`config.mk`:
```
export PLATFORM = sky130hd
export DESIGN_NAME = logic_gates_seq
export DESIGN_NICKNAME = d
export VERILOG_FILES = /design/src/rtl/logic_gates_seq.sv
export SDC_FILE = /design/constraint.sdc
export NUM_CORES = 1
export LEC_CHECK = 0
export BUFFER_PORTS_ARGS = -buffer_cell sky130_fd_sc_hd__buf_2
export CAP_MARGIN = 20
export CELL_PAD_IN_SITES_DETAIL_PLACEMENT = 1
export CELL_PAD_IN_SITES_GLOBAL_PLACEMENT = 2
export CORE_ASPECT_RATIO = 0.7
export CORE_UTILIZATION = 32
export CTS_CLUSTER_SIZE = 40
export DETAILED_ROUTE_END_ITERATION = 10
export PLACE_DENSITY = 0.81
export RECOVER_POWER = 50
export SLEW_MARGIN = 20
export SYNTH_ARGS = -nofsm -noshare
export SYNTH_HDL_FRONTEND = slang
export SYNTH_SLANG_ARGS = --single-unit
```
`constraint.sdc`:
```
create_clock -name clk -period 2.14 [get_ports clk]
set_clock_uncertainty 0.15 [all_clocks]
set_input_delay 0.214 -clock clk [delete_from_list [all_inputs] [get_ports clk]]
set_output_delay 0.214 -clock clk [all_outputs]
set_load 0.02 [all_outputs]
```
`src/rtl/logic_gates_seq.sv`:
```
// Bitwise gate unit: registered result of x0 op x1. The operation steps through
// AND..XNOR on a debounced button press or on a periodic auto-advance tick.
module logic_gates_seq #(
    parameter int WIDTH           = 4,
    parameter int DEBOUNCE_CYCLES = 12000,
    parameter int AUTO_CYCLES     = 12000000
) (
    input  logic             clk,
    input  logic             rst,
    input  logic [WIDTH-1:0] x0,
    input  logic [WIDTH-1:0] x1,
    input  logic             btn,
    input  logic             auto_en,
    output logic [WIDTH-1:0] z0,
    output logic [2:0]       op,
    output logic [5:0]       leds
);

    typedef enum logic [2:0] {
        OP_AND  = 3'd0,
        OP_OR   = 3'd1,
        OP_XOR  = 3'd2,
        OP_NAND = 3'd3,
        OP_NOR  = 3'd4,
        OP_XNOR = 3'd5
    } op_e;

    localparam int DB_W = $clog2(DEBOUNCE_CYCLES);
    localparam int AT_W = $clog2(AUTO_CYCLES);
    localparam logic [DB_W-1:0] DB_LAST = DB_W'(DEBOUNCE_CYCLES - 1);
    localparam logic [AT_W-1:0] AT_LAST = AT_W'(AUTO_CYCLES - 1);

    logic             r_s1;
    logic             r_s2;
    logic             r_db;
    logic [DB_W-1:0]  r_db_cnt;
    logic [AT_W-1:0]  r_timer;
    op_e              r_op;
    op_e              w_op_next;
    logic [WIDTH-1:0] r_z0;
    logic [WIDTH-1:0] w_f;
    logic             w_db_diff;
    logic             w_db_flip;
    logic             w_btn_req;
    logic             w_auto_req;
    logic             w_adv;

    // The counter only ever reaches DEBOUNCE_CYCLES-1; the next differing sample flips db.
    assign w_db_diff  = r_s2 ^ r_db;
    assign w_db_flip  = w_db_diff && (r_db_cnt == DB_LAST);
    assign w_btn_req  = w_db_flip && !r_db;
    assign w_auto_req = auto_en && (r_timer == AT_LAST);
    assign w_adv      = w_btn_req || w_auto_req;

    always_ff @(posedge clk) begin
        if (rst) begin
            r_s1     <= 1'b0;
            r_s2     <= 1'b0;
            r_db     <= 1'b0;
            r_db_cnt <= '0;
        end else begin
            r_s1 <= btn;
            r_s2 <= r_s1;
            if (w_db_flip) begin
                r_db     <= ~r_db;
                r_db_cnt <= '0;
            end else if (w_db_diff) begin
                r_db_cnt <= r_db_cnt + 1'b1;
            end else begin
                r_db_cnt <= '0;
            end
        end
    end

    always_ff @(posedge clk) begin
        if (rst || !auto_en || w_auto_req) begin
            r_timer <= '0;
        end else begin
            r_timer <= r_timer + 1'b1;
        end
    end

    always_comb begin
        w_op_next = r_op;
        if (w_adv) begin
            case (r_op)
                OP_AND:  w_op_next = OP_OR;
                OP_OR:   w_op_next = OP_XOR;
                OP_XOR:  w_op_next = OP_NAND;
                OP_NAND: w_op_next = OP_NOR;
                OP_NOR:  w_op_next = OP_XNOR;
                default: w_op_next = OP_AND;
            endcase
        end
    end

    always_comb begin
        w_f = '0;
        case (r_op)
            OP_AND:  w_f = x0 & x1;
            OP_OR:   w_f = x0 | x1;
            OP_XOR:  w_f = x0 ^ x1;
            OP_NAND: w_f = ~(x0 & x1);
            OP_NOR:  w_f = ~(x0 | x1);
            OP_XNOR: w_f = ~(x0 ^ x1);
            default: w_f = '0;
        endcase
    end

    always_ff @(posedge clk) begin
        if (rst) begin
            r_op <= OP_AND;
            r_z0 <= '0;
        end else begin
            r_op <= w_op_next;
            r_z0 <= w_f;
        end
    end

    assign op   = r_op;
    assign z0   = r_z0;
    assign leds = 6'b000001 << r_op;

endmodule

```
## Word-level counts from Yosys, hierarchy flattened

Index checks and enable logic that the tools add are counted.

- $add $sub $neg: 2
- Equality and inequality tests: 7
- Shifts and indexed selects: 1
- Mux-type cells: 2
- Bitwise gates (word level): 9
- Reduce and logical (&&, ||, !) cells: 10

Operators with widths:

| cell | count |
|---|---|
| 24-bit by 1-bit adder with 24-bit output, second input constant | 1 |
| 24-bit equality test, second input constant | 1 |
| 4-bit case mux with 6 select lines | 1 |
| 3-bit case mux with 5 select lines | 1 |
| 14-bit by 1-bit adder with 14-bit output, second input constant | 1 |
| 14-bit equality test, second input constant | 1 |
| 4-bit NOT | 3 |
| 3-bit by 2-bit equality test with 1-bit output, second input constant | 2 |
| 3-bit equality test, second input constant | 2 |
| 1-bit by 3-bit left shift with 6-bit output, first input constant | 1 |
| 4-bit bitwise AND | 1 |
| 4-bit bitwise OR | 1 |
| 4-bit XOR | 1 |
| 3-bit by 1-bit equality test with 1-bit output, second input constant | 1 |
| 1-bit logical AND | 3 |
| 3-bit logical NOT | 1 |
| 1-bit logical OR | 3 |
| 3-bit OR reduction | 1 |
| 1-bit logical NOT | 2 |
| 1-bit NOT | 2 |
| 1-bit XOR | 1 |

- Flip-flop bits (word level): 48
- Input port bits: 12
- Output and inout bits: 13

## Longest topological paths before layout

Gate-level depths: netlist of the first run.

- Depth in word-level cells: 4
- Depth in mapped cells: 6

## Worst setup path after synthesis of the first run

No wires, ideal clock.

- Path kind: flip-flop to flip-flop
- From: register r_op[1], in the netlist op[1]
- To: register r_op[1], in the netlist op[1]
- Setup time: 0.072 ns
- Arrival time: 1.955 ns
- Required time: 1.918 ns
- Path slack: -0.037 ns
- Cell stages (with the launch flop): 6
- Clock period less this slack: 2.177 ns
- Cell sequence: dfxtp_1 > clkbuf_1 > clkbuf_1 > nor3b_1 > o21bai_1 > mux2i_1

- Word-level cells in the longest chain between the ends: 2

Ends and longest elaborated chain:

| element | RTL line | source |
|---|---|---|
| from (decl) | 38 | `op_e r_op;` |
| from (signal assigned) | 115 | `r_op <= w_op_next;` |
| 3-bit equality test (tied with other cells) | 86 | `case (r_op)` |
| 3-bit case mux with 5 select lines * | 86 |  |

Mark *: on every way between the ends. The rest lies on a longest branch, timed or not.
A chain may end at the register's enable or synchronous reset.

## Worst setup path after layout of the first run

- From: register r_timer[1]
- To: register r_timer[22]

- Word-level cells in the longest chain between the ends: 3

Ends and longest elaborated chain:

| element | RTL line | source |
|---|---|---|
| from (decl) | 37 | `logic [AT_W-1:0] r_timer;` |
| from (signal assigned) | 79 | `r_timer <= r_timer + 1'b1;` |
| branches (longest 3 deep; another with 24-bit by 1-bit adder with 24-bit output) | -- |  |

Several ways; the timed one is not identified.

==> impl_metrics.toml, run 1 <==
[clocking]
clk_path_buf_depth = 2
cts_made_buffers = 5
cts_root_buf = "clkbuf_8"
post_cts_buffers = 0
numClockSinks = 48
path_clk_slew_ns = 0.09
clk_latency_ns = 0.31
tritoncts = "done"
ctsHtreeMaxLevel = 2

[job]
cap_viol_max_count = 0

[power]
ir_worst_vdd_mv = 0.291
power_density_nw_per_um2 = 580
p_leak_uw = 0.00102

[drt]
drtIter0Drc = 46
vias = 2108
final_antenna_net_count = 0
wl_um = 5720
drt_first_pass_iters = 4
drc = 0
avgRoutedWirePerCell_um = 13.4
via_per_inst = 4.95

[synthesis]
synth_ff_type = "dfxtp_1"
synthTopCellsByArea = "dfxtp_1, nor2_1, xnor2_1"
syn_inst = 289
ys_types = 39
ys_warn_count = 0
syn_nets = 311
synth_edf_count = 0
synth_top_area_share_pct = 38.9
synth.cell_area_um2 = 2470
yosys.area.top_type = "dfxtp_1"
syn_avg_cell_area_um2 = 8.54
ys_async_sr_fraction_pct = 0
synth_seq_cells = 48
ys_seq_area_share_pct = 38.9

[critical_path]
path_class = "flip-flop to flip-flop"
crit_start = "r_timer[1]"
worstSetupEndpointType = "flip-flop"
critPathLaunchType = "flip-flop"
cp_slowest_stage_delay_ns = 0.51
crit_chain = "ha_2 -> nand4_4 -> buf_4 -> or2_1 -> or4_1 -> a21oi_1"
reg2reg_to = "r_timer[22]"
reg2reg_depth = 6
worstPathArrival_ns = 2.07
reg2reg_from = "r_timer[1]"
crit_fanout = 5
required_ns = 2.23
critPathSlowestCell = "or4_1"
reg2reg_slack_ns = 0.15

[global_route]
overflow = 0
antenna_found_initial = 0
grt_max_degree = 21
grt.total_usage_pct = 15.8
grt_pass1_wl_um = 10000
grt_pass1_vias = 2092

[min_path]
hold_depth = 2
hold_class = "input port to flip-flop"
whs_endpoint = "r_s1"
holdCritStartpoint = "rst"

[layout]
drive_gt1_share_pct = 14.9
diodes = 0
num-fill-cells = 886
layout_commonest_cell = "dfxtp_1"
layout_common_cells = "dfxtp_1, nor2_1, inv_1, xnor2_1"
area_growth_pct = 18.5
design_area_um2 = 2920
nets = 349

[sta]
relSlewSlack_pct = 68.7
rsz0062_at_grt = "no"
fin_crit_sh_pct = 92.9
drv_slew = 0
setup_viol_count_final = 0
fin_ws_ns = 0.152
max_freq_mhz = 503
hold_viol_final = 0
min_period_ns = 1.99
setup_tns_ns = 0
tightest_slew_ns = 0.469

[die]
fp.dieW_um = 107
initial_utilization_pct = 33.4
fp.dieH_um = 75.5
rows = 26
core_um2 = 7380
io_pins = 25
dieArea_um2 = 8070

[placed_design]
dpl_worst_slack_ns = 0.0240
port-buffer-count = 24
gp_congestion = 0.721
place_hpwl_um = 4300
placed_area_um2 = 2800

[outcome]
status = "finished, final reports clean"
registers in the layout, summed over array words and instances (netlist names):
signal and count:
op 3, r_db 1, r_db_cnt 14, r_s1 1, r_s2 1, r_timer 24, z0 4
per-layer routing:
| layer | GRT usage (%) | part of all wire, % |
|---|---|---|
| met1 | 22.2 | 54 |
| met2 | 24.3 | 43 |
| met3 | 3.85 | 2.7 |
| met4 | 4.57 | 1.0 |
| met5 | 0 | 0 |
Yosys cell counts (8+ instances only):
library cell,n
a21oi_1,14
dfxtp_1,48
ha_1,10
inv_1,17
mux2i_1,10
nand2_1,12
nand3_1,12
nor2_1,41
nor2b_1,8
o21ai_0,8
or3_1,8
xnor2_1,16
final cells by class:
cell class                      count  area, µm²  share of cell area [%]
Clock buffer                        7       96.3                    3.30
Clock inverter                      1       30.0                    1.03
Inverter                           17       63.8                    2.18
Multi-Input combinational cell    213       1410                    48.1
Sequential cell                    48        962                    32.9
Tap cell                           98        123                    4.20
Timing Repair Buffer               42        243                    8.30
timing repair:
action / 4_1_cts / 5_1_grt
hold endpoints to repair: 1 / 0
endpoints found under the setup margin: 1 / 4
gates resized for setup: 1 / 3
hold buffers: 1 / 0
critical path, delay by kind of cell (launching register included):
| family | cells | cell delay, ns |
|---|---|---|
| AND/OR/NAND/NOR | 3 | 0.86 |
| flip-flops | 1 | 0.36 |
| adder cells (fa/ha/maj) | 1 | 0.24 |
| buffers and inverters | 1 | 0.16 |
| AO/OA/AOI/OAI | 1 | 0.15 |
logic make-up after synthesis:
group | after synthesis | synth area share (%)
buf+inv | 28 | 4.72
simple gates | 130 | 28.8
mux | 10 | 4.06
compound gates | 40 | 10.2
fa+ha+maj | 10 | 5.07
flops | 48 | 38.9
xor+xnor | 23 | 8.16
worst max-delay path by stage:
stage	end	slack, ns	cells past startpoint
2_1_floorplan	op[2]	0.006	5
6_report	r_timer[22]	0.15	6
5_1_grt	leds[4]	0.02	3
3_5_place_dp	r_timer[20]	0.02	5
4_1_cts	r_timer[22]	0.07	6
3_3_place_gp	r_timer[20]	0.10	5
where the power goes:
| group | total, µW | leakage (µW) | switching, µW | internal (µW) |
|---|---|---|---|---|
| registers | 903 | 0.000388 | 3.59 | 900 |
| logic | 79.1 | 0.000570 | 43.7 | 35.4 |
| clock network | 712 | 0.0000645 | 300 | 412 |
| total | 1690 | 0.00102 | 347 | 1350 |
stage by stage:
step	cells	utilization, %	total power [µW]	hold WS [ns]
finish	426	39.6	1690	0.0599
global route	426	39.6	1780	0.0708
CTS	426	39.9	1740	0.0528
detailed placement	417	38.0	1010	0.283
global placement	417	38.0	1000	0.275
floorplan	289	-	974	0.192
Note: power is estimated with default switching activity, not from simulation.
==> run 2, diff against run 1 <==
--- a/config.mk
+++ b/config.mk
@@ -13,6 +13,7 @@
 export CORE_UTILIZATION = 32
 export CTS_CLUSTER_SIZE = 40
 export DETAILED_ROUTE_END_ITERATION = 10
+export HOLD_SLACK_MARGIN = 0.12
 export PLACE_DENSITY = 0.81
 export RECOVER_POWER = 50
 export SLEW_MARGIN = 20
==> constraint.sdc (replaced) <==
create_clock -name clk -period 1.8 [get_ports clk]
set_clock_uncertainty 0.15 [all_clocks]
set_input_delay 0.18 -clock clk [delete_from_list [all_inputs] [get_ports clk]]
set_output_delay 0.18 -clock clk [all_outputs]
set_load 0.02 [all_outputs]
==> run 2 against run 1 <==
Effect of this change:
- the flow now finishes with violations (negative setup slack)
- sequential share of layout area is 4.6 points lower
- die area did not move
- first-iteration DRC count increased by 20%
- combinational power is 47% higher
==> impl_metrics.toml, run 2 (same netlist as run 1, synthesis figures left out) <==
[critical_path]
required_ns = 1.89
crit_family = "simple AND/OR/NAND/NOR gates"
reg2reg_depth = 5
reg2reg_from = "r_timer[0]"
worstPathArrival_ns = 2.02
crit_fanout = 8
cp_slowest_stage_delay_ns = 0.57
crit_chain = "ha_4 -> nand4_4 -> or4_4 -> or3_1 -> a21oi_1"
critPathLaunchType = "flip-flop"
path_class = "flip-flop to flip-flop"
reg2reg_slack_ns = -0.13
worstSetupEndpointType = "flip-flop"
critPathSlowestCell = "or4_4"
reg2reg_to = "r_timer[20]"
critPathBufInv = 0
crit_start = "r_timer[0]"

[clocking]
tritoncts = "done"
cts_root_buf = "clkbuf_8"
cts_made_buffers = 5
clk_latency_ns = 0.31
clk_path_buf_depth = 2
ctsHtreeMaxLevel = 2
path_clk_slew_ns = 0.09
numClockSinks = 48

[power]
power_density_nw_per_um2 = 653
ir_worst_vdd_mv = 0.371
p_leak_uw = 0.00132
power_uw = 2270

[drt]
via_per_inst = 4.86
drtIter0Drc = 55
drc = 0
avgRoutedWirePerCell_um = 14.2
final_antenna_net_count = 0
drt_first_pass_iters = 4
vias = 2257
wl_um = 6610

[global_route]
antenna_found_initial = 0
grt_pass1_vias = 2299
grt_max_degree = 21
grt_pass1_wl_um = 10700
grt.total_usage_pct = 17.2
overflow = 0

[die]
core_um2 = 7380
rows = 26
dieArea_um2 = 8070
fp.dieH_um = 75.5
initial_utilization_pct = 33.4
io_pins = 25
fp.dieW_um = 107

[sta]
rsz0062_at_grt = "yes"
fin_ws_ns = -0.131
tightest_slew_ns = 0.460
fin_crit_sh_pct = 107
min_period_ns = 1.93
drv_slew = 0
setup_viol_count_final = 11
hold_viol_final = 0
max_freq_mhz = 518
relSlewSlack_pct = 69.3

[placed_design]
place_hpwl_um = 4720
port-buffer-count = 24
gp_congestion = 0.740

[min_path]
hold_depth = 5
hold_class = "input port to flip-flop"
holdCritStartpoint = "x1[0]"
whs_endpoint = "z0[0]"

[layout]
drive_gt1_share_pct = 33.6
max_flop_register = "r_timer"
diodes = 0
final_util_pct = 47.0
nets = 387
area_growth_pct = 40.8
layout_common_cells = "buf_4, nor2_1, dfxtp_1, buf_2, inv_1"
largest_register_ffs = 24
layout_commonest_cell = "buf_4"
num-fill-cells = 861

[outcome]
violations = "negative setup slack"
status = "finished, violations left"

[job]
cap_viol_max_count = 0
==> run 2: repair_timing <==
item	in CTS	in global routing
endpoints found under the hold margin	4	0
pin swaps	12	15
endpoints found under the setup margin	27	34
buffers inserted	6	2
hold buffers	4	0
cloned	0	1
gates resized for setup	13	35
==> run 2: worst max path at each step <==
stage / end / slack [ns] / cells after the start
after CTS: r_timer[15] / -0.06 / 5
after global routing: r_timer[20] / -0.19 / 5
after global placement: r_timer[23] / -0.09 / 4
after detailed placement: r_timer[20] / -0.16 / 5
after floorplan: r_timer[20] / -0.09 / 6
final: r_timer[20] / -0.13 / 5
==> run 2: power breakdown <==
group	switching, µW	internal, µW
Clock	384	694
Combinational	60.1	56.0
Sequential	5.10	1070
==> run 2: area by class of cell <==
| class | instances | area, µm² | share of cell area, % |
|---|---|---|---|
| clock buffer | 5 | 68.8 | 1.98 |
| clock inverter | 3 | 90.1 | 2.59 |
| inverter | 17 | 63.8 | 1.84 |
| multi-input combinational | 213 | 1560 | 45.0 |
| sequential | 48 | 982 | 28.3 |
| tap | 98 | 123 | 3.53 |
| timing repair buffer | 80 | 584 | 16.8 |
==> run 2: layer usage <==
layer  wire, µm  vias to the layer above  global-route usage, %
met3        233                        8                   3.85
met2       3070                       23                   29.0
li1           -                     1154                      -
met5          0                        -                      0
met4         70                        0                   5.78
met1       3240                     1072                   22.0
==> run 2: tightest hold or removal path, cell delays in order <==
cell      delay [ns]
buf_2           0.11
inv_1           0.05
ha_1            0.13
a211oi_1        0.07
o21a_1          0.16
==> run 2: per-stage QoR <==
step                      setup WS [ns]  hold WS [ns]  setup TNS, ns  cell area [µm²]  instances
final                            -0.131         0.274         -0.281             3470        464
after global routing             -0.191         0.300          -2.05             3470        464
after CTS                       -0.0608         0.263         -0.216             3330        461
after detailed placement         -0.157         0.258          -2.36             3060        443
after global placement          -0.0931         0.260          -1.36             3060        443
after floorplan                 -0.0858         0.158         -0.389             2520        289
